===== src/rtl/bus_arbiter_2m_pkg.sv =====
// -----------------------------------------------------------------------------
// bus_arb_pkg
// Shared definitions for the two-master serial-bus arbiter and the master /
// slave modules that talk to it: FSM state encoding, master id constants and
// default field sizes.
// -----------------------------------------------------------------------------
package bus_arb_pkg;

    typedef enum logic [1:0] {
        IDLE  = 2'd0,
        SSEL  = 2'd1,
        ROUTE = 2'd2,
        ERR   = 2'd3
    } arb_state_t;

    localparam logic MASTER_M1 = 1'b0;
    localparam logic MASTER_M2 = 1'b1;

    localparam int DEF_SLAVE_LEN      = 2;
    localparam int DEF_NUM_SLAVES     = 3;
    localparam int DEF_TIMEOUT_CYCLES = 1024;

endpackage


===== src/rtl/bus_arbiter_2m_if.sv =====
// -----------------------------------------------------------------------------
// bus_arbiter_2m_if
// Request/grant and route-select bundle between the two bus masters and the
// arbiter.
//   master modport : drives requests and serial slave ids, observes grants,
//                    busy and route/status outputs.
//   slave modport  : the arbiter side (receives requests, drives the rest).
// Signals: m1/m2_request, m1/m2_slave_sel, m1/m2_grant, arbiter_busy,
//          master_route, slave_route[SLAVE_LEN], route_valid, arb_error,
//          arb_timeout.
// -----------------------------------------------------------------------------
interface bus_arbiter_2m_if
    import bus_arb_pkg::*;
#(
    parameter int SLAVE_LEN = DEF_SLAVE_LEN
) ();

    logic                 m1_request;
    logic                 m2_request;
    logic                 m1_slave_sel;
    logic                 m2_slave_sel;
    logic                 m1_grant;
    logic                 m2_grant;
    logic                 arbiter_busy;
    logic                 master_route;
    logic [SLAVE_LEN-1:0] slave_route;
    logic                 route_valid;
    logic                 arb_error;
    logic                 arb_timeout;

    modport master (
        output m1_request, m2_request, m1_slave_sel, m2_slave_sel,
        input  m1_grant, m2_grant, arbiter_busy, master_route,
               slave_route, route_valid, arb_error, arb_timeout
    );

    modport slave (
        input  m1_request, m2_request, m1_slave_sel, m2_slave_sel,
        output m1_grant, m2_grant, arbiter_busy, master_route,
               slave_route, route_valid, arb_error, arb_timeout
    );

endinterface


===== src/rtl/bus_arbiter_2m_slave_id_shifter.sv =====
// -----------------------------------------------------------------------------
// slave_id_shifter
// MSB-first shift register for the serial slave id, with a bit counter.
//   i_clk, i_rst    : clock, asynchronous active-high reset
//   i_clr           : clear register and counter
//   i_shift_en      : accept i_bit this cycle
//   i_bit           : serial id bit
//   o_done          : this cycle's shift completes the id
//   o_id            : id including the bit being shifted in this cycle, so
//                     the caller can act on the complete id at the same edge
// -----------------------------------------------------------------------------
module slave_id_shifter
    import bus_arb_pkg::*;
#(
    parameter int SLAVE_LEN = DEF_SLAVE_LEN
) (
    input  logic                 i_clk,
    input  logic                 i_rst,
    input  logic                 i_clr,
    input  logic                 i_shift_en,
    input  logic                 i_bit,
    output logic                 o_done,
    output logic [SLAVE_LEN-1:0] o_id
);

    localparam int CW = $clog2(SLAVE_LEN + 1);

    logic [SLAVE_LEN-1:0] r_shreg;
    logic [CW-1:0]        r_cnt;
    logic [SLAVE_LEN-1:0] w_id;

    // Truncation drops the oldest bit; also works for SLAVE_LEN == 1.
    assign w_id   = SLAVE_LEN'({r_shreg, i_bit});
    assign o_id   = w_id;
    assign o_done = i_shift_en && (r_cnt == CW'(SLAVE_LEN - 1));

    always_ff @(posedge i_clk or posedge i_rst) begin
        if (i_rst) begin
            r_shreg <= '0;
            r_cnt   <= '0;
        end else if (i_clr) begin
            r_shreg <= '0;
            r_cnt   <= '0;
        end else if (i_shift_en) begin
            r_shreg <= w_id;
            r_cnt   <= r_cnt + 1'b1;
        end
    end

endmodule


===== src/rtl/bus_arbiter_2m.sv =====
// -----------------------------------------------------------------------------
// bus_arbiter_2m
// Round-robin arbiter for two serial-bus masters. After a grant the owner
// shifts in a slave id; a valid id opens the route until the owner drops its
// request, an invalid id produces a one-cycle arb_error.
//   clk, reset : clock, asynchronous active-high reset
//   bus        : bus_arbiter_2m_if.slave (requests, ids, grants, route/status)
// Optional: define ARB_TIMEOUT_EN to force release of a route held for
// TIMEOUT_CYCLES cycles (arb_timeout pulse, other master gets priority).
// All outputs are registered.
// -----------------------------------------------------------------------------
module bus_arbiter_2m
    import bus_arb_pkg::*;
#(
    parameter int SLAVE_LEN      = DEF_SLAVE_LEN,
    parameter int NUM_SLAVES     = DEF_NUM_SLAVES,
    parameter int TIMEOUT_CYCLES = DEF_TIMEOUT_CYCLES
) (
    input  logic           clk,
    input  logic           reset,
    bus_arbiter_2m_if.slave bus
);

    arb_state_t           r_state, w_state_nx;
    logic                 r_m1_grant, w_m1_grant_nx;
    logic                 r_m2_grant, w_m2_grant_nx;
    logic                 r_busy, w_busy_nx;
    logic                 r_master_route, w_master_route_nx;
    logic [SLAVE_LEN-1:0] r_slave_route, w_slave_route_nx;
    logic                 r_route_valid, w_route_valid_nx;
    logic                 r_arb_error, w_arb_error_nx;
    logic                 r_last_winner, w_last_winner_nx;

    logic                 w_win;
    logic                 w_owner_req;
    logic                 w_owner_bit;
    logic                 w_clr;
    logic                 w_shift_en;
    logic                 w_done;
    logic [SLAVE_LEN-1:0] w_id;

    // On a tie the master that did not win last time gets the bus.
    assign w_win = (bus.m1_request && bus.m2_request) ? ~r_last_winner :
                   (bus.m2_request ? MASTER_M2 : MASTER_M1);

    // master_route already names the owner during SSEL/ROUTE.
    assign w_owner_req = r_master_route ? bus.m2_request   : bus.m1_request;
    assign w_owner_bit = r_master_route ? bus.m2_slave_sel : bus.m1_slave_sel;

    slave_id_shifter #(.SLAVE_LEN(SLAVE_LEN)) u_shifter (
        .i_clk      (clk),
        .i_rst      (reset),
        .i_clr      (w_clr),
        .i_shift_en (w_shift_en),
        .i_bit      (w_owner_bit),
        .o_done     (w_done),
        .o_id       (w_id)
    );

`ifdef ARB_TIMEOUT_EN
    localparam int TCW = $clog2(TIMEOUT_CYCLES + 1);
    logic [TCW-1:0] r_tcnt;
    logic           r_arb_timeout, w_arb_timeout_nx;

    // Counts cycles spent in ROUTE; restarts from zero on every entry.
    always_ff @(posedge clk or posedge reset) begin
        if (reset)                r_tcnt <= '0;
        else if (r_state != ROUTE) r_tcnt <= '0;
        else                      r_tcnt <= r_tcnt + 1'b1;
    end

    always_ff @(posedge clk or posedge reset) begin
        if (reset) r_arb_timeout <= 1'b0;
        else       r_arb_timeout <= w_arb_timeout_nx;
    end

    assign bus.arb_timeout = r_arb_timeout;
`else
    logic w_unused_timeout;
    assign w_unused_timeout = (TIMEOUT_CYCLES > 0);
    assign bus.arb_timeout  = 1'b0;
`endif

    always_comb begin
        w_state_nx        = r_state;
        w_m1_grant_nx     = r_m1_grant;
        w_m2_grant_nx     = r_m2_grant;
        w_master_route_nx = r_master_route;
        w_slave_route_nx  = r_slave_route;
        w_route_valid_nx  = r_route_valid;
        w_arb_error_nx    = 1'b0;
        w_last_winner_nx  = r_last_winner;
        w_clr             = 1'b0;
        w_shift_en        = 1'b0;
`ifdef ARB_TIMEOUT_EN
        w_arb_timeout_nx  = 1'b0;
`endif
        case (r_state)
            IDLE: begin
                if (bus.m1_request || bus.m2_request) begin
                    w_m1_grant_nx     = (w_win == MASTER_M1);
                    w_m2_grant_nx     = (w_win == MASTER_M2);
                    w_master_route_nx = w_win;
                    w_last_winner_nx  = w_win;
                    w_clr             = 1'b1;
                    w_state_nx        = SSEL;
                end
            end
            SSEL: begin
                if (!w_owner_req) begin
                    // Abort: owner gave up before the id was complete.
                    w_m1_grant_nx = 1'b0;
                    w_m2_grant_nx = 1'b0;
                    w_state_nx    = IDLE;
                end else begin
                    w_shift_en = 1'b1;
                    if (w_done) begin
                        if (int'(w_id) < NUM_SLAVES) begin
                            w_slave_route_nx = w_id;
                            w_route_valid_nx = 1'b1;
                            w_state_nx       = ROUTE;
                        end else begin
                            w_m1_grant_nx  = 1'b0;
                            w_m2_grant_nx  = 1'b0;
                            w_arb_error_nx = 1'b1;
                            w_state_nx     = ERR;
                        end
                    end
                end
            end
            ROUTE: begin
                if (!w_owner_req) begin
                    w_m1_grant_nx    = 1'b0;
                    w_m2_grant_nx    = 1'b0;
                    w_route_valid_nx = 1'b0;
                    w_state_nx       = IDLE;
                end
`ifdef ARB_TIMEOUT_EN
                else if (r_tcnt == TCW'(TIMEOUT_CYCLES - 1)) begin
                    w_m1_grant_nx    = 1'b0;
                    w_m2_grant_nx    = 1'b0;
                    w_route_valid_nx = 1'b0;
                    w_arb_timeout_nx = 1'b1;
                    w_last_winner_nx = r_master_route;
                    w_state_nx       = IDLE;
                end
`endif
            end
            ERR: begin
                w_state_nx = IDLE;
            end
            default: begin
                w_state_nx = IDLE;
            end
        endcase
        w_busy_nx = (w_state_nx != IDLE);
    end

    always_ff @(posedge clk or posedge reset) begin
        if (reset) begin
            r_state        <= IDLE;
            r_m1_grant     <= 1'b0;
            r_m2_grant     <= 1'b0;
            r_busy         <= 1'b0;
            r_master_route <= 1'b0;
            r_slave_route  <= '0;
            r_route_valid  <= 1'b0;
            r_arb_error    <= 1'b0;
            r_last_winner  <= MASTER_M2;
        end else begin
            r_state        <= w_state_nx;
            r_m1_grant     <= w_m1_grant_nx;
            r_m2_grant     <= w_m2_grant_nx;
            r_busy         <= w_busy_nx;
            r_master_route <= w_master_route_nx;
            r_slave_route  <= w_slave_route_nx;
            r_route_valid  <= w_route_valid_nx;
            r_arb_error    <= w_arb_error_nx;
            r_last_winner  <= w_last_winner_nx;
        end
    end

    assign bus.m1_grant     = r_m1_grant;
    assign bus.m2_grant     = r_m2_grant;
    assign bus.arbiter_busy = r_busy;
    assign bus.master_route = r_master_route;
    assign bus.slave_route  = r_slave_route;
    assign bus.route_valid  = r_route_valid;
    assign bus.arb_error    = r_arb_error;

endmodule


===== src/flat_wrapper.sv =====
// flat-port wrapper written by rule: the top's interface ports become plain ports
module bus_arbiter_2m_flat import bus_arb_pkg::*;
#(
    parameter int SLAVE_LEN      = DEF_SLAVE_LEN,
    parameter int NUM_SLAVES     = DEF_NUM_SLAVES,
    parameter int TIMEOUT_CYCLES = DEF_TIMEOUT_CYCLES
)
  (clk, reset, bus_m1_request, bus_m2_request, bus_m1_slave_sel, bus_m2_slave_sel, bus_m1_grant, bus_m2_grant, bus_arbiter_busy, bus_master_route, bus_slave_route, bus_route_valid, bus_arb_error, bus_arb_timeout);
  bus_arbiter_2m_if #(.SLAVE_LEN(SLAVE_LEN)) bus_i ();
  input  logic clk;
  input  logic reset;
  input wire logic [$bits(bus_i.m1_request)-1:0] bus_m1_request;
  input wire logic [$bits(bus_i.m2_request)-1:0] bus_m2_request;
  input wire logic [$bits(bus_i.m1_slave_sel)-1:0] bus_m1_slave_sel;
  input wire logic [$bits(bus_i.m2_slave_sel)-1:0] bus_m2_slave_sel;
  output wire logic [$bits(bus_i.m1_grant)-1:0] bus_m1_grant;
  output wire logic [$bits(bus_i.m2_grant)-1:0] bus_m2_grant;
  output wire logic [$bits(bus_i.arbiter_busy)-1:0] bus_arbiter_busy;
  output wire logic [$bits(bus_i.master_route)-1:0] bus_master_route;
  output wire logic [$bits(bus_i.slave_route)-1:0] bus_slave_route;
  output wire logic [$bits(bus_i.route_valid)-1:0] bus_route_valid;
  output wire logic [$bits(bus_i.arb_error)-1:0] bus_arb_error;
  output wire logic [$bits(bus_i.arb_timeout)-1:0] bus_arb_timeout;
  assign bus_i.m1_request = bus_m1_request;
  assign bus_i.m2_request = bus_m2_request;
  assign bus_i.m1_slave_sel = bus_m1_slave_sel;
  assign bus_i.m2_slave_sel = bus_m2_slave_sel;
  assign bus_m1_grant = bus_i.m1_grant;
  assign bus_m2_grant = bus_i.m2_grant;
  assign bus_arbiter_busy = bus_i.arbiter_busy;
  assign bus_master_route = bus_i.master_route;
  assign bus_slave_route = bus_i.slave_route;
  assign bus_route_valid = bus_i.route_valid;
  assign bus_arb_error = bus_i.arb_error;
  assign bus_arb_timeout = bus_i.arb_timeout;
  bus_arbiter_2m #(.SLAVE_LEN(SLAVE_LEN), .NUM_SLAVES(NUM_SLAVES), .TIMEOUT_CYCLES(TIMEOUT_CYCLES)) u_core (.clk(clk), .reset(reset), .bus(bus_i));
endmodule

===== config.mk =====
export PLATFORM = sky130hd
export DESIGN_NAME = bus_arbiter_2m_flat
export DESIGN_NICKNAME = d
export VERILOG_FILES = /design/src/rtl/bus_arbiter_2m_pkg.sv /design/src/rtl/bus_arbiter_2m_if.sv /design/src/rtl/bus_arbiter_2m_slave_id_shifter.sv /design/src/rtl/bus_arbiter_2m.sv /design/src/flat_wrapper.sv
export SDC_FILE = /design/constraint.sdc
export NUM_CORES = 1
export LEC_CHECK = 0
export CORE_AREA = 3 3 40 42
export DETAILED_ROUTE_END_ITERATION = 8
export DIE_AREA = 0 0 43 45
export DONT_BUFFER_PORTS = 1
export GPL_TIMING_DRIVEN = 0
export PLACE_DENSITY = 0.71
export SYNTH_ARGS = -nofsm -noshare
export SYNTH_HDL_FRONTEND = slang
export SYNTH_SLANG_ARGS = --single-unit

===== constraint.sdc =====
create_clock -name clk -period 2 [get_ports clk]
set_clock_uncertainty 0.05 [all_clocks]
set_input_delay 0.4 -clock clk [delete_from_list [all_inputs] [get_ports clk]]
set_output_delay 0.4 -clock clk [all_outputs]
set_load 0.02 [all_outputs]

==> flow_summary.yaml, run 1 <==
outcome:
  status: "complete, no violations"
drt:
  via_per_inst: 5.653
  vias: 537
  ant_nets: 0
  route.detailed.drc: 0
  totalWireLength_um: 1420
  dr.pass1.iters: 3
  drt-initial-drc-count: 10
  avgRoutedWirePerCell_um: 14.95
floorplan:
  pin_count: 15
  initial_core_util: 0.5940
  die_y_um: 45
  die-area_sq_um: 1935
  chipWidth_um: 43
  rows: 13
  core_area_sq_um: 1285
critical_path:
  crit_path_start_kind: "register"
  cp_cell_sequence: "mux2_4 -> and2_4 -> a2111o_1 -> mux2_4"
  slowest_delay_ns: 0.49
  slowest_stage: "dfrtp_2"
  worstRegToRegCells: 4
  arrival_ns: 2.06
  cp_common_cell: "mux2_4"
  worstPathMaxFanout: 6
  critPathCaptureType: "register"
  worstPathRequired_ns: 2.12
  crit_type: "reg2reg"
timing:
  fin_crit_ns: 1.946
  slew_violations: 0
  slew-limit-headroom: 0.6468
  fin_crit_sh: 0.9730
  hold_viol: 0
  setup_viol: 0
  worst_pin_slew_ns: 0.5293
  max_freq_ghz: 0.5139
logic_synthesis:
  yosysWarnings: 0
  synth.avg_cell_area_sq_um: 10.31
  synth_area_leaders: "dfrtp_1 43%, ha_1 9.8%, dfstp_2 3.4%"
  synthCells: 74
  synth_nets: 86
  synth_commonest_cells: "13 x dfrtp_1, 6 x ha_1, 6 x inv_1, 6 x nor2_1, 5 x o21ai_0"
  synth_edf_count: 0
  ys_async_sr_fraction: 1.000
  ys_seq_area_frac: 0.4607
  yosysUniqueCellTypes: 30
  synth_ff_type: "dfrtp_1"
  netlist.area_leader.share: 0.4262
  yosysMostFrequentCell: "dfrtp_1"
  netlist_area_sq_um: 763.2
  yosys_register_bits: 14
  synth_top_area_cell: "dfrtp_1"
clock_network:
  cts_inserted_buffers: 3
  cts_root_buf: "clkbuf_4"
  cts_tree: "yes"
  clk_latency_ns: 0.29
  clk_pin_slew_ns: 0.08
  clk_path_buf_depth: 2
  htreeDepth: 1
  clock-sinks: 14
finish:
  drive_above_1_share: 0.2125
  fin_nets: 93
  fillCellCount: 104
  instances_no_fill: 95
  area_delta_synth_final_pct: 9.672
  n_antenna_cell: 0
  multi_input_area_sq_um: 372.9
  seqCellArea_sq_um: 352.8
worst_hold_path:
  hold_depth: 1
  hold_path_class: "in2reg"
pwr:
  p_leak_nw: 0.4023
  power_density_nw_per_um2: 1600
  vdd_drop_max_mv: 0.9204
  power_mw: 1.339
global_route:
  grt_overflow: 0
  grt_max_degree: 15
  antenna_found_initial: 0
  grt_pass1_wl_um: 2208
  grt_pass1_vias: 521
  track_usage: 0.1597
placed_design:
  dpl.hpwl_um: 986.4
  io_buffers: 0
  globalplace.congestion: 0.6923
  placedCellCount: 89
job:
  cap_violations: 0
## flip-flops by register name, summed over array words and instances (netlist names)
signal	cells
u_core.bus.m2_grant	1
u_core.bus.route_valid	1
u_core.bus.master_route	1
u_core.u_shifter.r_shreg	1
u_core.r_state	2
u_core.bus.slave_route	2
u_core.bus.arb_error	1
u_core.bus.arbiter_busy	1
u_core.r_last_winner	1
u_core.bus.m1_grant	1
u_core.u_shifter.r_cnt	2
## critical path, delay by kind of cell (launching register included)
family,cells,cell delay [ns]
AND/OR/NAND/NOR,1,0.19
flip-flops,1,0.49
AO/OA/AOI/OAI,1,0.46
multiplexers,2,0.64
## metrics by stage
| step | worst slack (ns) | hold WS [ns] | TNS [ns] | utilization | instance area, sq um |
|---|---|---|---|---|---|
| after floorplan | 0.03921 | 0.2385 | 0 | - | 763.2 |
| after global placement | -0.05488 | 0.3011 | -0.1085 | 0.6086 | 782.0 |
| after detailed placement | -0.05632 | 0.3048 | -0.1087 | 0.6086 | 782.0 |
| after CTS | 0.01098 | 0.1309 | 0 | 0.6495 | 834.6 |
| after global routing | -0.003823 | 0.1460 | -0.003823 | 0.6514 | 837.1 |
| final | 0.05409 | 0.1350 | 0 | 0.6514 | 837.1 |
## worst paths after layout
kind	slack (ns)	start	end
worst max-delay path	0.05	u_core.bus.master_route$_DFFE_PP0P_	u_core.bus.m1_grant$_DFFE_PP0P_
max in group asynchronous	0.97	reset	u_core.bus.master_route$_DFFE_PP0P_
min in group asynchronous	0.53	reset	u_core.bus.slave_route[1]$_DFFE_PP0P_
worst max register to register	0.05	u_core.bus.master_route$_DFFE_PP0P_	u_core.bus.m1_grant$_DFFE_PP0P_
worst min-delay path	0.14	bus_m1_request	u_core.r_last_winner$_DFFE_PP1P_
worst min register to register	0.48	u_core.r_last_winner$_DFFE_PP1P_	u_core.r_last_winner$_DFFE_PP1P_
## routing by layer
layer / track usage / up-vias / routed length (um)
li1: - / 265 / -
met1: 0.1841 / 255 / 640
met2: 0.2605 / 13 / 666
met3: 0.03187 / 4 / 72
met4: 0.1265 / 0 / 40
met5: 0 / - / 0
## power by group
| group | leakage [nW] | internal, mW | switching, mW | total [mW] |
|---|---|---|---|---|
| registers | 0.177 | 0.412 | 0.176 | 0.588 |
| clock network | 0.0150 | 0.0775 | 0.0937 | 0.171 |
| logic | 0.210 | 0.297 | 0.282 | 0.580 |
| total | 0.402 | 0.787 | 0.552 | 1.34 |
## timing repair
action | in CTS | in global routing
setup buffers | 2 | 1
resized for setup | 1 | 3
setup endpoints to repair | 2 | 2
endpoints found under the hold margin | 7 | 0
hold buffers | 1 | 0
pin swaps | 0 | 1
## layout by cell type (no fill, tap or decap), types with 2 or more instances in the layout
master / n
dfrtp_1: 12
nor2_1: 6
inv_1: 6
o21ai_0: 5
ha_1: 5
nand2_1: 4
a21oi_1: 4
buf_4: 4
mux2_4: 3
clkbuf_4: 3
clkbuf_1: 2
nand3_1: 2
o22a_1: 2
a21boi_0: 2
nor2b_1: 2
a31oi_1: 2
## cell families after synthesis
kind of cell / Yosys count / share of synthesized area
buffers and inverters: 10 / 0.06394
XOR/XNOR: 1 / 0.01148
other: 1 / 0.004913
adder cells (fa/ha/maj): 6 / 0.09836
AO/OA/AOI/OAI: 20 / 0.1770
AND/OR/NAND/NOR: 17 / 0.1066
multiplexers: 5 / 0.07704
flip-flops: 14 / 0.4607
## layout make-up
class                      instances  share of cell area
buffer                             2             0.01345
clock buffer                       4             0.03139
inverter                           6             0.02691
multi-input combinational         50              0.4454
sequential                        14              0.4215
tap                               15             0.02242
timing repair buffer               4             0.03886
(Power assumes the default switching activity.)
==> run 2, diff against run 1 <==
--- a/config.mk
+++ b/config.mk
@@ -11,6 +11,7 @@
 export DONT_BUFFER_PORTS = 1
 export GPL_TIMING_DRIVEN = 0
 export PLACE_DENSITY = 0.71
+export SLEW_MARGIN = 30
 export SYNTH_ARGS = -nofsm -noshare
 export SYNTH_HDL_FRONTEND = slang
 export SYNTH_SLANG_ARGS = --single-unit
==> results of run 2 <==
No change in the layout: final DEF, timing and power equal those of run 1.
==> run 3, diff against run 2 <==
--- a/config.mk
+++ b/config.mk
@@ -5,12 +5,14 @@
 export SDC_FILE = /design/constraint.sdc
 export NUM_CORES = 1
 export LEC_CHECK = 0
-export CORE_AREA = 3 3 40 42
+export CAP_MARGIN = 10
+export CORE_AREA = 8 8 45 47
 export DETAILED_ROUTE_END_ITERATION = 8
-export DIE_AREA = 0 0 43 45
+export DIE_AREA = 0 0 53 55
 export DONT_BUFFER_PORTS = 1
 export GPL_TIMING_DRIVEN = 0
 export PLACE_DENSITY = 0.71
+export SETUP_SLACK_MARGIN = 0.4
 export SLEW_MARGIN = 30
 export SYNTH_ARGS = -nofsm -noshare
 export SYNTH_HDL_FRONTEND = slang
==> run 3 against run 2 <==
Against the previous run:
- the run now ends with hold timing left
- via count shrank 0.74%
- sequential share of layout area shrank 2.2 points
- hold slack lost 0.15 ns
- sequential power grew 0.9%
- count of clock-buffer cells in the layout is the same
==> flow_summary.yaml, run 3 (synthesis results as in run 1) <==
critical_path:
  crit_path_start_kind: "register"
  cp_common_cell: "mux2_4"
  critPathCaptureType: "register"
  slowest_delay_ns: 0.48
  worstPathRequired_ns: 2.11
  cp_cell_sequence: "mux2_4 -> and2_4 -> buf_6 -> a2111o_1 -> mux2_4"
  crit_type: "reg2reg"
  arrival_ns: 2.08
  slowest_stage: "dfrtp_2"
  worstPathMaxFanout: 4
global_route:
  grt_pass1_wl_um: 2380
  grt_max_degree: 15
  track_usage: 0.1102
  grt_pass1_vias: 566
  antenna_found_initial: 0
  grt_overflow: 0
timing:
  fin_crit_sh: 0.9814
  worst_pin_slew_ns: 0.5240
  setup_viol: 0
  hold_viol: 13
  hold_slack_ns: -0.01482
  max_freq_ghz: 0.5095
  slew_violations: 0
  slew-limit-headroom: 0.6503
  rsz0062_at_grt: "yes"
  fin_crit_ns: 1.963
  tns_ns: 0
drt:
  totalWireLength_um: 1506
  via_per_inst: 5.439
  drt-initial-drc-count: 7
  ant_nets: 0
  dr.pass1.iters: 3
  avgRoutedWirePerCell_um: 15.37
  vias: 533
  route.detailed.drc: 0
pwr:
  power_density_nw_per_um2: 1591
  vdd_drop_max_mv: 1.021
  p_leak_nw: 0.4223
placed_design:
  placedCellCount: 90
  dpl.hpwl_um: 1048
  io_buffers: 0
  globalplace.congestion: 0.8142
clock_network:
  clk_latency_ns: 0.28
  cts_inserted_buffers: 3
  clock-sinks: 14
  ctsHoldBuffers: 0
  clk_pin_slew_ns: 0.08
  clk_path_buf_depth: 2
  cts_root_buf: "clkbuf_4"
  cts_tree: "yes"
  htreeDepth: 1
job:
  cap_violations: 0
worst_hold_path:
  hold_path_class: "in2async"
finish:
  fin_nets: 95
  instances_no_fill: 98
  multi_input_area_sq_um: 399.1
  final_common_cell: "dfrtp_1"
  final_cell_mix: "12 x dfrtp_1, 6 x inv_1, 5 x nor2_1, 5 x ha_1"
  fillCellCount: 104
  area_delta_synth_final_pct: 15.57
  n_antenna_cell: 0
  drive_above_1_share: 0.3049
  seqCellArea_sq_um: 352.8
floorplan:
  pin_count: 15
  die-area_sq_um: 2915
  die_y_um: 55
  rows: 14
  initial_core_util: 0.5515
  chipWidth_um: 53
  core_area_sq_um: 1384
outcome:
  violations: "hold timing"
  status: "finished, violations left"
run 3: final cells by class:
type / count / share of cell area
plain buffers: 4 / 0.03121
clock buffers: 4 / 0.02979
inverters: 6 / 0.02553
multi-input cells: 50 / 0.4525
flip-flops and latches: 14 / 0.4000
well taps: 16 / 0.02270
repair buffers: 4 / 0.03830
run 3: critical path: cells and delay by family (launching register included):
kind | cells | cell delay (ns)
AND/OR/NAND/NOR | 1 | 0.16
flip-flops | 1 | 0.48
AO/OA/AOI/OAI | 1 | 0.40
buffers and inverters | 1 | 0.11
multiplexers | 2 | 0.64
run 3: final timing paths:
path	startpoint	endpoint	slack [ns]	cells after the start
hold reg to reg	u_core.r_last_winner$_DFFE_PP1P_	u_core.r_last_winner$_DFFE_PP1P_	0.50	2
hold / removal	reset	u_core.bus.arb_error$_DFF_PP0_	-0.01	1
min in group clk	bus_m1_request	u_core.r_last_winner$_DFFE_PP1P_	0.14	1
setup / recovery	u_core.bus.master_route$_DFFE_PP0P_	u_core.bus.m1_grant$_DFFE_PP0P_	0.04	5
max in group asynchronous	reset	u_core.bus.master_route$_DFFE_PP0P_	1.53	1
setup reg to reg	u_core.bus.master_route$_DFFE_PP0P_	u_core.bus.m1_grant$_DFFE_PP0P_	0.04	5
run 3: report_power, final:
group	switching, mW	leakage [nW]	internal [mW]
clock	0.0885	0.0150	0.0773
sequential	0.181	0.177	0.413
combinational	0.309	0.230	0.336
run 3: metrics by stage:
step	setup WS, ns	util	cell area, sq um	power (mW)
6_report	0.03719	0.6374	882.1	1.403
5_1_grt	-0.002184	0.6374	882.1	1.506
3_5_place_dp	0.01498	0.5669	784.5	1.102
3_3_place_gp	0.02760	0.5669	784.5	1.087
2_1_floorplan	0.08594	-	764.5	0.9981
4_1_cts	0.03148	0.6085	842.1	1.321
run 3: timing repair:
item,in CTS,in global routing
gates resized for setup,2,10
pin swaps,0,1
setup endpoints to repair,4,9
buffers inserted,3,1
run 3: metal layers:
metal / vias to the layer above / GRT usage / wire [um]
met5: - / 0 / 0
met4: 0 / 0.06466 / 34
met3: 5 / 0.02941 / 79
met2: 11 / 0.1855 / 694
met1: 250 / 0.1232 / 698
li1: 267 / - / -
